==> src/rtl/xge_tx_sched_if.sv <==
// Bundles the per-requester packet sources and the MAC pkt_tx port.
// master = the surrounding system (sources and MAC), slave = the scheduler.
interface xge_tx_sched_if #(
    parameter int NUM_REQ = 4
);
    logic [NUM_REQ-1:0]    req_val;
    logic [NUM_REQ-1:0]    req_sop;
    logic [NUM_REQ-1:0]    req_eop;
    logic [3*NUM_REQ-1:0]  req_mod;
    logic [64*NUM_REQ-1:0] req_data;
    logic [NUM_REQ-1:0]    req_ready;
    logic                  pkt_tx_full;
    logic                  pkt_tx_val;
    logic                  pkt_tx_sop;
    logic                  pkt_tx_eop;
    logic [2:0]            pkt_tx_mod;
    logic [63:0]           pkt_tx_data;

    modport master (
        output req_val, req_sop, req_eop, req_mod, req_data, pkt_tx_full,
        input  req_ready, pkt_tx_val, pkt_tx_sop, pkt_tx_eop, pkt_tx_mod, pkt_tx_data
    );

    modport slave (
        input  req_val, req_sop, req_eop, req_mod, req_data, pkt_tx_full,
        output req_ready, pkt_tx_val, pkt_tx_sop, pkt_tx_eop, pkt_tx_mod, pkt_tx_data
    );
endinterface

==> src/rtl/xge_tx_sched.sv <==
// Packet-granular round-robin arbiter feeding the MAC pkt_tx port.
// Grants are locked sop..eop; packets longer than MAX_WORDS are cut and drained.
module xge_tx_sched #(
    parameter int NUM_REQ   = 4,
    parameter int MAX_WORDS = 1200
) (
    input  logic              clk_156m25,
    input  logic              reset_156m25,
    xge_tx_sched_if.slave     bus,
    output logic [2:0]        grant_id,
    output logic              busy,
    output logic              trunc_err,
    output logic [31:0]       pkt_cnt
);
    localparam logic [1:0] ST_IDLE  = 2'd0;
    localparam logic [1:0] ST_SEND  = 2'd1;
    localparam logic [1:0] ST_DRAIN = 2'd2;
    localparam int         CW       = $clog2(MAX_WORDS + 1);

    logic [1:0]         r_state;
    logic [2:0]         r_grant;
    logic [2:0]         r_ptr;
    logic [CW-1:0]      r_wcnt;
    logic               r_tx_val;
    logic               r_tx_sop;
    logic               r_tx_eop;
    logic [2:0]         r_tx_mod;
    logic [63:0]        r_tx_data;
    logic               r_trunc;
    logic [31:0]        r_pkt_cnt;

    logic [NUM_REQ-1:0] w_cand;
    logic [3:0]         w_pos;
    logic               w_found;
    logic [2:0]         w_sel;
    logic               w_g_val;
    logic               w_g_sop;
    logic               w_g_eop;
    logic [2:0]         w_g_mod;
    logic [63:0]        w_g_data;
    logic               w_acc_send;
    logic               w_acc_drain;
    logic [2:0]         w_ptr_next;

    // Beat fields of the currently granted requester.
    always_comb begin
        w_g_val  = 1'b0;
        w_g_sop  = 1'b0;
        w_g_eop  = 1'b0;
        w_g_mod  = 3'd0;
        w_g_data = 64'd0;
        for (int k = 0; k < NUM_REQ; k++) begin
            if (r_grant == 3'(k)) begin
                w_g_val  = bus.req_val[k];
                w_g_sop  = bus.req_sop[k];
                w_g_eop  = bus.req_eop[k];
                w_g_mod  = bus.req_mod[3*k +: 3];
                w_g_data = bus.req_data[64*k +: 64];
            end
        end
    end

    // First sop candidate at or after the pointer, wrapping around.
    always_comb begin
        w_cand  = bus.req_val & bus.req_sop;
        w_found = 1'b0;
        w_sel   = r_ptr;
        w_pos   = 4'd0;
        for (int k = 0; k < NUM_REQ; k++) begin
            w_pos = {1'b0, r_ptr} + 4'(k);
            if (w_pos >= 4'(NUM_REQ)) begin
                w_pos = w_pos - 4'(NUM_REQ);
            end
            for (int j = 0; j < NUM_REQ; j++) begin
                if (!w_found && w_cand[j] && (w_pos == 4'(j))) begin
                    w_found = 1'b1;
                    w_sel   = 3'(j);
                end
            end
        end
    end

    // Draining ignores the MAC full flag since nothing is forwarded.
    always_comb begin
        bus.req_ready = '0;
        for (int k = 0; k < NUM_REQ; k++) begin
            if (r_grant == 3'(k)) begin
                if (r_state == ST_SEND) begin
                    bus.req_ready[k] = ~bus.pkt_tx_full;
                end else if (r_state == ST_DRAIN) begin
                    bus.req_ready[k] = 1'b1;
                end
            end
        end
    end

    assign w_acc_send  = (r_state == ST_SEND) && w_g_val && !bus.pkt_tx_full;
    assign w_acc_drain = (r_state == ST_DRAIN) && w_g_val;
    assign w_ptr_next  = (r_grant == 3'(NUM_REQ - 1)) ? 3'd0 : r_grant + 3'd1;

    always_ff @(posedge clk_156m25) begin
        if (reset_156m25) begin
            r_state   <= ST_IDLE;
            r_grant   <= 3'd0;
            r_ptr     <= 3'd0;
            r_wcnt    <= '0;
            r_tx_val  <= 1'b0;
            r_tx_sop  <= 1'b0;
            r_tx_eop  <= 1'b0;
            r_tx_mod  <= 3'd0;
            r_tx_data <= 64'd0;
            r_trunc   <= 1'b0;
            r_pkt_cnt <= 32'd0;
        end else begin
            r_tx_val <= 1'b0;
            r_tx_sop <= 1'b0;
            r_tx_eop <= 1'b0;
            r_trunc  <= 1'b0;
            case (r_state)
                ST_IDLE: begin
                    if (w_found) begin
                        r_grant <= w_sel;
                        r_wcnt  <= '0;
                        r_state <= ST_SEND;
                    end
                end
                ST_SEND: begin
                    if (w_acc_send) begin
                        r_tx_val  <= 1'b1;
                        r_tx_sop  <= w_g_sop;
                        r_tx_data <= w_g_data;
                        r_wcnt    <= r_wcnt + CW'(1);
                        // A real eop on the last allowed word wins over truncation.
                        if (w_g_eop) begin
                            r_tx_eop  <= 1'b1;
                            r_tx_mod  <= w_g_mod;
                            r_pkt_cnt <= r_pkt_cnt + 32'd1;
                            r_ptr     <= w_ptr_next;
                            r_state   <= ST_IDLE;
                        end else if (r_wcnt == CW'(MAX_WORDS - 1)) begin
                            r_tx_eop  <= 1'b1;
                            r_tx_mod  <= 3'd0;
                            r_trunc   <= 1'b1;
                            r_pkt_cnt <= r_pkt_cnt + 32'd1;
                            r_ptr     <= w_ptr_next;
                            r_state   <= ST_DRAIN;
                        end else begin
                            r_tx_mod <= w_g_mod;
                        end
                    end
                end
                ST_DRAIN: begin
                    if (w_acc_drain && w_g_eop) begin
                        r_state <= ST_IDLE;
                    end
                end
                default: r_state <= ST_IDLE;
            endcase
        end
    end

    assign bus.pkt_tx_val  = r_tx_val;
    assign bus.pkt_tx_sop  = r_tx_sop;
    assign bus.pkt_tx_eop  = r_tx_eop;
    assign bus.pkt_tx_mod  = r_tx_mod;
    assign bus.pkt_tx_data = r_tx_data;
    assign grant_id        = r_grant;
    assign busy            = (r_state != ST_IDLE);
    assign trunc_err       = r_trunc;
    assign pkt_cnt         = r_pkt_cnt;
endmodule

==> src/flat_wrapper.sv <==
// flat-port wrapper written by rule: the top's interface ports become plain ports
module xge_tx_sched_flat 
#(
    parameter int NUM_REQ   = 4,
    parameter int MAX_WORDS = 1200
)
  (clk_156m25, reset_156m25, grant_id, busy, trunc_err, pkt_cnt, bus_req_val, bus_req_sop, bus_req_eop, bus_req_mod, bus_req_data, bus_pkt_tx_full, bus_req_ready, bus_pkt_tx_val, bus_pkt_tx_sop, bus_pkt_tx_eop, bus_pkt_tx_mod, bus_pkt_tx_data);
  xge_tx_sched_if #(.NUM_REQ(NUM_REQ)) bus_i ();
  input  logic clk_156m25;
  input  logic reset_156m25;
  output logic [2:0] grant_id;
  output logic busy;
  output logic trunc_err;
  output logic [31:0] pkt_cnt;
  input wire logic [$bits(bus_i.req_val)-1:0] bus_req_val;
  input wire logic [$bits(bus_i.req_sop)-1:0] bus_req_sop;
  input wire logic [$bits(bus_i.req_eop)-1:0] bus_req_eop;
  input wire logic [$bits(bus_i.req_mod)-1:0] bus_req_mod;
  input wire logic [$bits(bus_i.req_data)-1:0] bus_req_data;
  input wire logic [$bits(bus_i.pkt_tx_full)-1:0] bus_pkt_tx_full;
  output wire logic [$bits(bus_i.req_ready)-1:0] bus_req_ready;
  output wire logic [$bits(bus_i.pkt_tx_val)-1:0] bus_pkt_tx_val;
  output wire logic [$bits(bus_i.pkt_tx_sop)-1:0] bus_pkt_tx_sop;
  output wire logic [$bits(bus_i.pkt_tx_eop)-1:0] bus_pkt_tx_eop;
  output wire logic [$bits(bus_i.pkt_tx_mod)-1:0] bus_pkt_tx_mod;
  output wire logic [$bits(bus_i.pkt_tx_data)-1:0] bus_pkt_tx_data;
  assign bus_i.req_val = bus_req_val;
  assign bus_i.req_sop = bus_req_sop;
  assign bus_i.req_eop = bus_req_eop;
  assign bus_i.req_mod = bus_req_mod;
  assign bus_i.req_data = bus_req_data;
  assign bus_i.pkt_tx_full = bus_pkt_tx_full;
  assign bus_req_ready = bus_i.req_ready;
  assign bus_pkt_tx_val = bus_i.pkt_tx_val;
  assign bus_pkt_tx_sop = bus_i.pkt_tx_sop;
  assign bus_pkt_tx_eop = bus_i.pkt_tx_eop;
  assign bus_pkt_tx_mod = bus_i.pkt_tx_mod;
  assign bus_pkt_tx_data = bus_i.pkt_tx_data;
  xge_tx_sched #(.NUM_REQ(NUM_REQ), .MAX_WORDS(MAX_WORDS)) u_core (.clk_156m25(clk_156m25), .reset_156m25(reset_156m25), .bus(bus_i), .grant_id(grant_id), .busy(busy), .trunc_err(trunc_err), .pkt_cnt(pkt_cnt));
endmodule
==> config.mk <==
export PLATFORM = sky130hd
export DESIGN_NAME = xge_tx_sched_flat
export DESIGN_NICKNAME = d
export VERILOG_FILES = /design/src/rtl/xge_tx_sched_if.sv /design/src/rtl/xge_tx_sched.sv /design/src/flat_wrapper.sv
export SDC_FILE = /design/constraint.sdc
export NUM_CORES = 1
export LEC_CHECK = 0
export BUFFER_PORTS_ARGS = -buffer_cell sky130_fd_sc_hd__clkbuf_2
export CAP_MARGIN = 25
export CORE_AREA = 2 2 154 156
export DETAILED_ROUTE_END_ITERATION = 7
export DIE_AREA = 0 0 156 158
export GPL_ROUTABILITY_DRIVEN = 0
export PLACE_DENSITY_LB_ADDON = 0.25
export SLEW_MARGIN = 0
export SYNTH_ARGS = -nofsm -noshare
export SYNTH_HDL_FRONTEND = slang
export SYNTH_SLANG_ARGS = --single-unit
==> constraint.sdc <==
create_clock -name clk_156m25 -period 3 [get_ports clk_156m25]
set_input_delay 0.15 -clock clk_156m25 [delete_from_list [all_inputs] [get_ports clk_156m25]]
set_output_delay 0.15 -clock clk_156m25 [all_outputs]
set_load 0.05 [all_outputs]
==> Word-level counts from Yosys, hierarchy flattened <==
Cells that the tools add are included.
{ "totals": {"regBits": 122, "in_bits": 283, "output_inout_bits": 111} }
{ "classes": {"n_mux": 81, "magnitude_cmp": 4, "n_eq_ne": 22, "n_reduce_logical": 68, "bitwise_logic": 4, "add_sub_neg": 10} }
{ "op_table": {"columns": ["cell", "n"], "rows": [
  ["$mux W64", 4],
  ["$mux W3", 25],
  ["$mux W32", 2],
  ["$mux W1", 37],
  ["$logic_and A1 B1 Y1", 35],
  ["$add A32 B1 Y32 const B", 1],
  ["$eq A4 B2 Y1 const B", 8],
  ["$mux W11", 2],
  ["$pmux W11 S2", 1],
  ["$eq A4 B1 Y1 const B", 4],
  ["$logic_not A1 Y1", 16],
  ["$logic_not A4 Y1", 4],
  ["$mux W4", 4],
  ["$ge A4 B3 Y1 const B", 3],
  ["$sub A4 B3 Y4 const B", 3],
  ["$add A11 B1 Y11 const B", 1],
  ["$eq A11 B11 Y1 const B", 1],
  ["$mux W2", 5],
  ["$add A3 B2 Y4 const B", 2],
  ["$eq A3 B2 Y1 const B", 2],
  ["$pmux W2 S3", 1],
  ["$reduce_and A3 Y1", 2],
  ["$reduce_bool A2 Y1", 3],
  ["$add A3 B1 Y4 const B", 1],
  ["18 further kinds", 22]
]} }

==> Longest topological paths before layout <==
{ "depth": {"ltp_word": 67, "ltp_mapped": 11, "mapped_depth_nobuf": 10} }

==> Least setup slack after synthesis <==
Ideal clock, no wire load.
{ "synth_path": {"path_kind": "register -> output", "start": "register u_core.r_grant[0], in the netlist u_core.grant_id[0]", "end": "output port bus_req_ready[1]", "path_stages_with_launch": 7, "arrival_ps": 2606, "slack_ps": 244, "path_buffers": 3, "t_required_ps": 2850, "path_cell_list": "dfxtp_1 -> ha_1 -> nor2b_1 -> clkbuf_1 -> clkbuf_1 -> clkbuf_1 -> nor2b_1"} }
{ "synth_via": {"elab_chain_cells": 2} }
{ "synth_lines": {"columns": ["element", "line", "text"], "rows": [
  ["start: declaration", "xge_tx_sched.sv:21", "logic [2:0] r_grant;"],
  ["start signal: assignment", "xge_tx_sched.sv:122", "r_grant <= w_sel;"],
  ["$eq A3 B1 Y1", "xge_tx_sched.sv:87", "if (r_grant == 3'(k)) begin"],
  ["$mux W1", "xge_tx_sched.sv:87", null],
  ["end: declaration", "flat_wrapper.sv:21", "output wire logic [$bits(bus_i.req_ready)-1:0] bus_req_ready;"]
]} }
No other way between the ends.

==> Worst setup path in the final report <==
{ "layout_path": {"start": "register u_core.r_ptr[2]", "end": "register u_core.r_wcnt[6]"} }
{ "layout_via": {"elab_chain_cells": 67, "elab_cells_between_ends": 95, "classes_between": "add/sub (7); order compare (4); eq/ne (13); mux (20); reduce/logical (51)"} }
{ "layout_lines": {"columns": ["element", "line", "text"], "rows": [
  ["start: declaration", "xge_tx_sched.sv:22", "logic [2:0] r_ptr;"],
  ["start signal: assignment", "xge_tx_sched.sv:138", "r_ptr <= w_ptr_next;"],
  ["start signal: assignment", "xge_tx_sched.sv:145", "r_ptr <= w_ptr_next;"],
  ["$sub A3 B3 Y4 or $ge A3 B3 Y1 (tied branches)", "xge_tx_sched.sv:72, xge_tx_sched.sv:71", null],
  ["$mux W4", "xge_tx_sched.sv:71", "if (w_pos >= 4'(NUM_REQ)) begin"],
  ["$logic_not A4 Y1", "xge_tx_sched.sv:75", "if (!w_found && w_cand[j] && (w_pos == 4'(j))) begin"],
  ["$logic_and A1 B1 Y1", "xge_tx_sched.sv:75", null],
  ["$mux W1", "xge_tx_sched.sv:75", null],
  ["$logic_not A1 Y1", "xge_tx_sched.sv:75", null],
  ["$logic_and A1 B1 Y1 (2 in a row)", "xge_tx_sched.sv:75", null],
  ["$mux W1", "xge_tx_sched.sv:75", null],
  ["[48 not listed]", null, null],
  ["$logic_not A1 Y1", "xge_tx_sched.sv:75", null],
  ["$logic_and A1 B1 Y1 (2 in a row)", "xge_tx_sched.sv:75", null],
  ["$mux W1", "xge_tx_sched.sv:75", null],
  ["$logic_not A1 Y1", "xge_tx_sched.sv:75", null],
  ["$logic_and A1 B1 Y1 (2 in a row)", "xge_tx_sched.sv:75", null],
  ["$mux W1 (*)", "xge_tx_sched.sv:75", null],
  ["$ne A2 B1 Y1 (no line) (*)", null, null],
  ["$reduce_and A3 Y1 (no line) (*)", null, null],
  ["end signal: assignment", "xge_tx_sched.sv:132", "r_wcnt <= r_wcnt + CW'(1);"],
  ["end: declaration", "xge_tx_sched.sv:23", "logic [CW-1:0] r_wcnt;"]
]} }
Mark *: on every way between the ends. The rest lies on a longest branch, timed or not.
A chain may end at the register's enable or synchronous reset.

==> summary.md <==
| Metric | Value |
|---|---|
| Post-synth EDFFs | 0 |
| Post CTS Setup Buffer Count | 0 |
| Synth unique cells | 60 |
| Max stage delay on crit path | 0.60 ns |
| Via/cell ratio | 5.36 |
| Initial Util | 0.309 |
| Post-DRT Antenna Nets | 0 |
| DRC violation total after the first TritonRoute iteration | 583 |
| Bufs on Longest Clock Path | 2 |
| Syn nets | 1241 |
| Avg Cell Area, Syn | 7.50 µm² |
| Area of the die | 24600 µm² |
| Slowest CP cell | a2111oi_0 |
| Critical path type | reg2reg |
| Ports | 394 |
| Async set-reset flop share out of synthesis | 0 |
| Most frequent cells in the layout | clkbuf_2, nor2_1, nor3_1 |
| Register area share after synthesis | 0.343 |
| Layout cells sized above 1 | 0.361 |
| Fin crit share | 0.892 |
| Slew @ Worst Pin | 0.842 ns |
| Crit path time final | 2.68 ns |
| Final setup fails | 0 |
| Ys Warns | 0 |
| CP startpoint kind | flop |
| Max-Cap Viols | 0 |
| Syn Inst Count | 948 |
| Core Util, Final | 0.434 |
| Slew Viols, Final | 0 |
| Register bit total from synthesis | 122 |
| RSZ-0062 raised after global routing | false |
| Filler cells | 2375 |
| Nets | 1591 |
| Critical path fanouts, max | 11 |
| Worst EP arrival | 2.98 ns |
| TritonCTS sink count | 122 |
| Hold Path Class | in2reg |
| Drt pass-1 iters | 5 |
| Cell Rows | 56 |
| Clock Skews | 0.00758 ns |
| Ys flop type | dfxtp_1 |
| Total GRT Usage | 0.230 |
| Syn-to-layout area delta | 40.6% |
| Drt total wl | 29600 µm |
| Setup TNS | 0 ns |
| Inserted Diodes | 0 |
| Via count | 8576 |
| Final Total Pwr | 6.17 mW |
| Vias in the first global route | 7936 |
| Pwr Density | 616 nW/µm² |
| Most common cell after layout, fill and taps aside | clkbuf_2 |
| Fmax achieved | 374 MHz |
| Status | finished clean |
| Critical Path RT | 3.30 ns |
| CTS HTree Levels | 4 |
| IO Port Bufs | 393 |
| Multi-input gate area | 4320 µm² |
| Core area | 23100 µm² |
| Worst-path cell chain | o21ai_0 > ha_1 > a2111oi_0 > o32ai_1 > o221a_2 > o21ai_2 > buf_4 > nor2_1 |
| Die Ht | 158 µm |
| DP Wirelength | 22200 µm |
| Antenna violations before repair | 0 |
| Netlist Area Pre-Place | 7110 µm² |
| Relative slew margins | 0.439 |
| Final hold slack | 0.0157 ns |
| Residual DRC | 0 |
| Storage element area | 2440 µm² |
| Clock latency on the worst-skew pair | 0.42 ns |
| Lkg Pwr | 4.20 nW |
| Clk root buf | clkbuf_16 |
| First-pass GRT wire length | 44100 µm |
| Die width | 156 µm |
| CTS tree | yes |
| Num CTS Buffers | 17 |
| Pin count of the biggest net entering global routing | 137 |
| Overflow after GRT | 0 |
| Crit end category | flop |
| Routed len/inst | 18.5 µm |
| Worst-path clk slew | 0.06 ns |
| Final Hold Fails | 0 |
| Peak VDD IR | 286 µV |
state kept, by name, summed over array words and instances (netlist names):
name / count
u_core.bus.pkt_tx_mod: 3
u_core.r_wcnt: 11
u_core.pkt_cnt: 32
u_core.grant_id: 3
u_core.bus.pkt_tx_sop: 1
u_core.r_ptr: 3
u_core.r_state: 2
u_core.bus.pkt_tx_val: 1
u_core.bus.pkt_tx_eop: 1
u_core.bus.pkt_tx_data: 64
u_core.trunc_err: 1
layout make-up:
class                      instances  area share
timing repair buffer             419       0.221
clock buffer                      19      0.0433
clock inverter                    13      0.0190
inverter                          12     0.00450
sequential                       122       0.244
multi-input combinational        726       0.431
tap                              290      0.0363
synthesized netlist by cell type, drive strengths merged, types with 4 or more instances:
| master | instances | area [µm²] |
|---|---|---|
| nor3b | 7 | 57.6 |
| nand3 | 23 | 115 |
| nor3 | 146 | 736 |
| nor2b | 12 | 75.1 |
| buf | 20 | 100 |
| nand2 | 43 | 161 |
| xor2 | 5 | 43.8 |
| nand4 | 11 | 68.8 |
| and2 | 5 | 31.3 |
| ha | 10 | 125 |
| a31oi | 4 | 25.0 |
| a211oi | 65 | 488 |
| a21oi | 24 | 120 |
| dfxtp | 122 | 2440 |
| inv | 12 | 45.0 |
| o21ai | 19 | 98.8 |
| and4 | 4 | 35.0 |
| xnor2 | 25 | 219 |
| nor2 | 182 | 686 |
| or3 | 11 | 68.8 |
| and3 | 9 | 56.3 |
| a221oi | 68 | 596 |
| clkbuf | 68 | 255 |
| nor4 | 11 | 93.8 |
layer usage:
layer,part of all wire,GRT usage,vias up
li1,-,-,4204
met3,0.080,0.0684,29
met1,0.42,0.294,4037
met2,0.49,0.375,306
met4,0.016,0.0673,0
met5,0,0,-
per-stage QoR:
step / std cells / instance area (µm²) / worst slack, ns
5_1_grt: 1601 / 10000 / 0.117
2_1_floorplan: 948 / 7110 / 0.244
6_report: 1601 / 10000 / 0.323
3_3_place_gp: 1569 / 9380 / 0.393
4_1_cts: 1601 / 10000 / 0.305
3_5_place_dp: 1569 / 9380 / 0.333
report_power, final:
part	switching [mW]	total (mW)	internal, mW
logic	1.44	2.15	0.714
registers	0.0726	1.81	1.74
clock network	0.808	2.21	1.40
final timing paths:
| kind | slack, ns | startpoint | depth (start not counted) | to |
|---|---|---|---|---|
| max | 0.32 | u_core.r_ptr[2]$_SDFFE_PP0P_ | 8 | u_core.r_wcnt[6]$_SDFFE_PP0P_ |
| min | 0.02 | bus_req_data[217] | 3 | u_core.bus.pkt_tx_data[25]$_SDFFE_PP0P_ |
| max reg2reg | 0.32 | u_core.r_ptr[2]$_SDFFE_PP0P_ | 8 | u_core.r_wcnt[6]$_SDFFE_PP0P_ |
| min reg2reg | 0.48 | u_core.r_state[1]$_SDFFE_PP0P_ | 1 | u_core.r_state[0]$_SDFFE_PP0P_ |
worst max-delay path: cells and delay by family, from the launching register on:
family                   cells  cell delay, ns
AO/OA/AOI/OAI                5            1.45
AND/OR/NAND/NOR              1            0.05
flip-flops                   1            0.55
buffers and inverters        1            0.19
adder cells (fa/ha/maj)      1            0.34
cell families after synthesis:
logic type	after synthesis	synth area share
simple gates	477	0.323
xor+xnor	30	0.0369
flops	122	0.343
mux	3	0.00528
compound gates	206	0.217
buf+inv	100	0.0563
fa+ha+maj	10	0.0176
what timing repair did:
item	4_1_cts	5_1_grt
hold buffers	0	0
resized for setup	0	1
setup endpoints to repair	0	7
(Power assumes the default switching activity.)
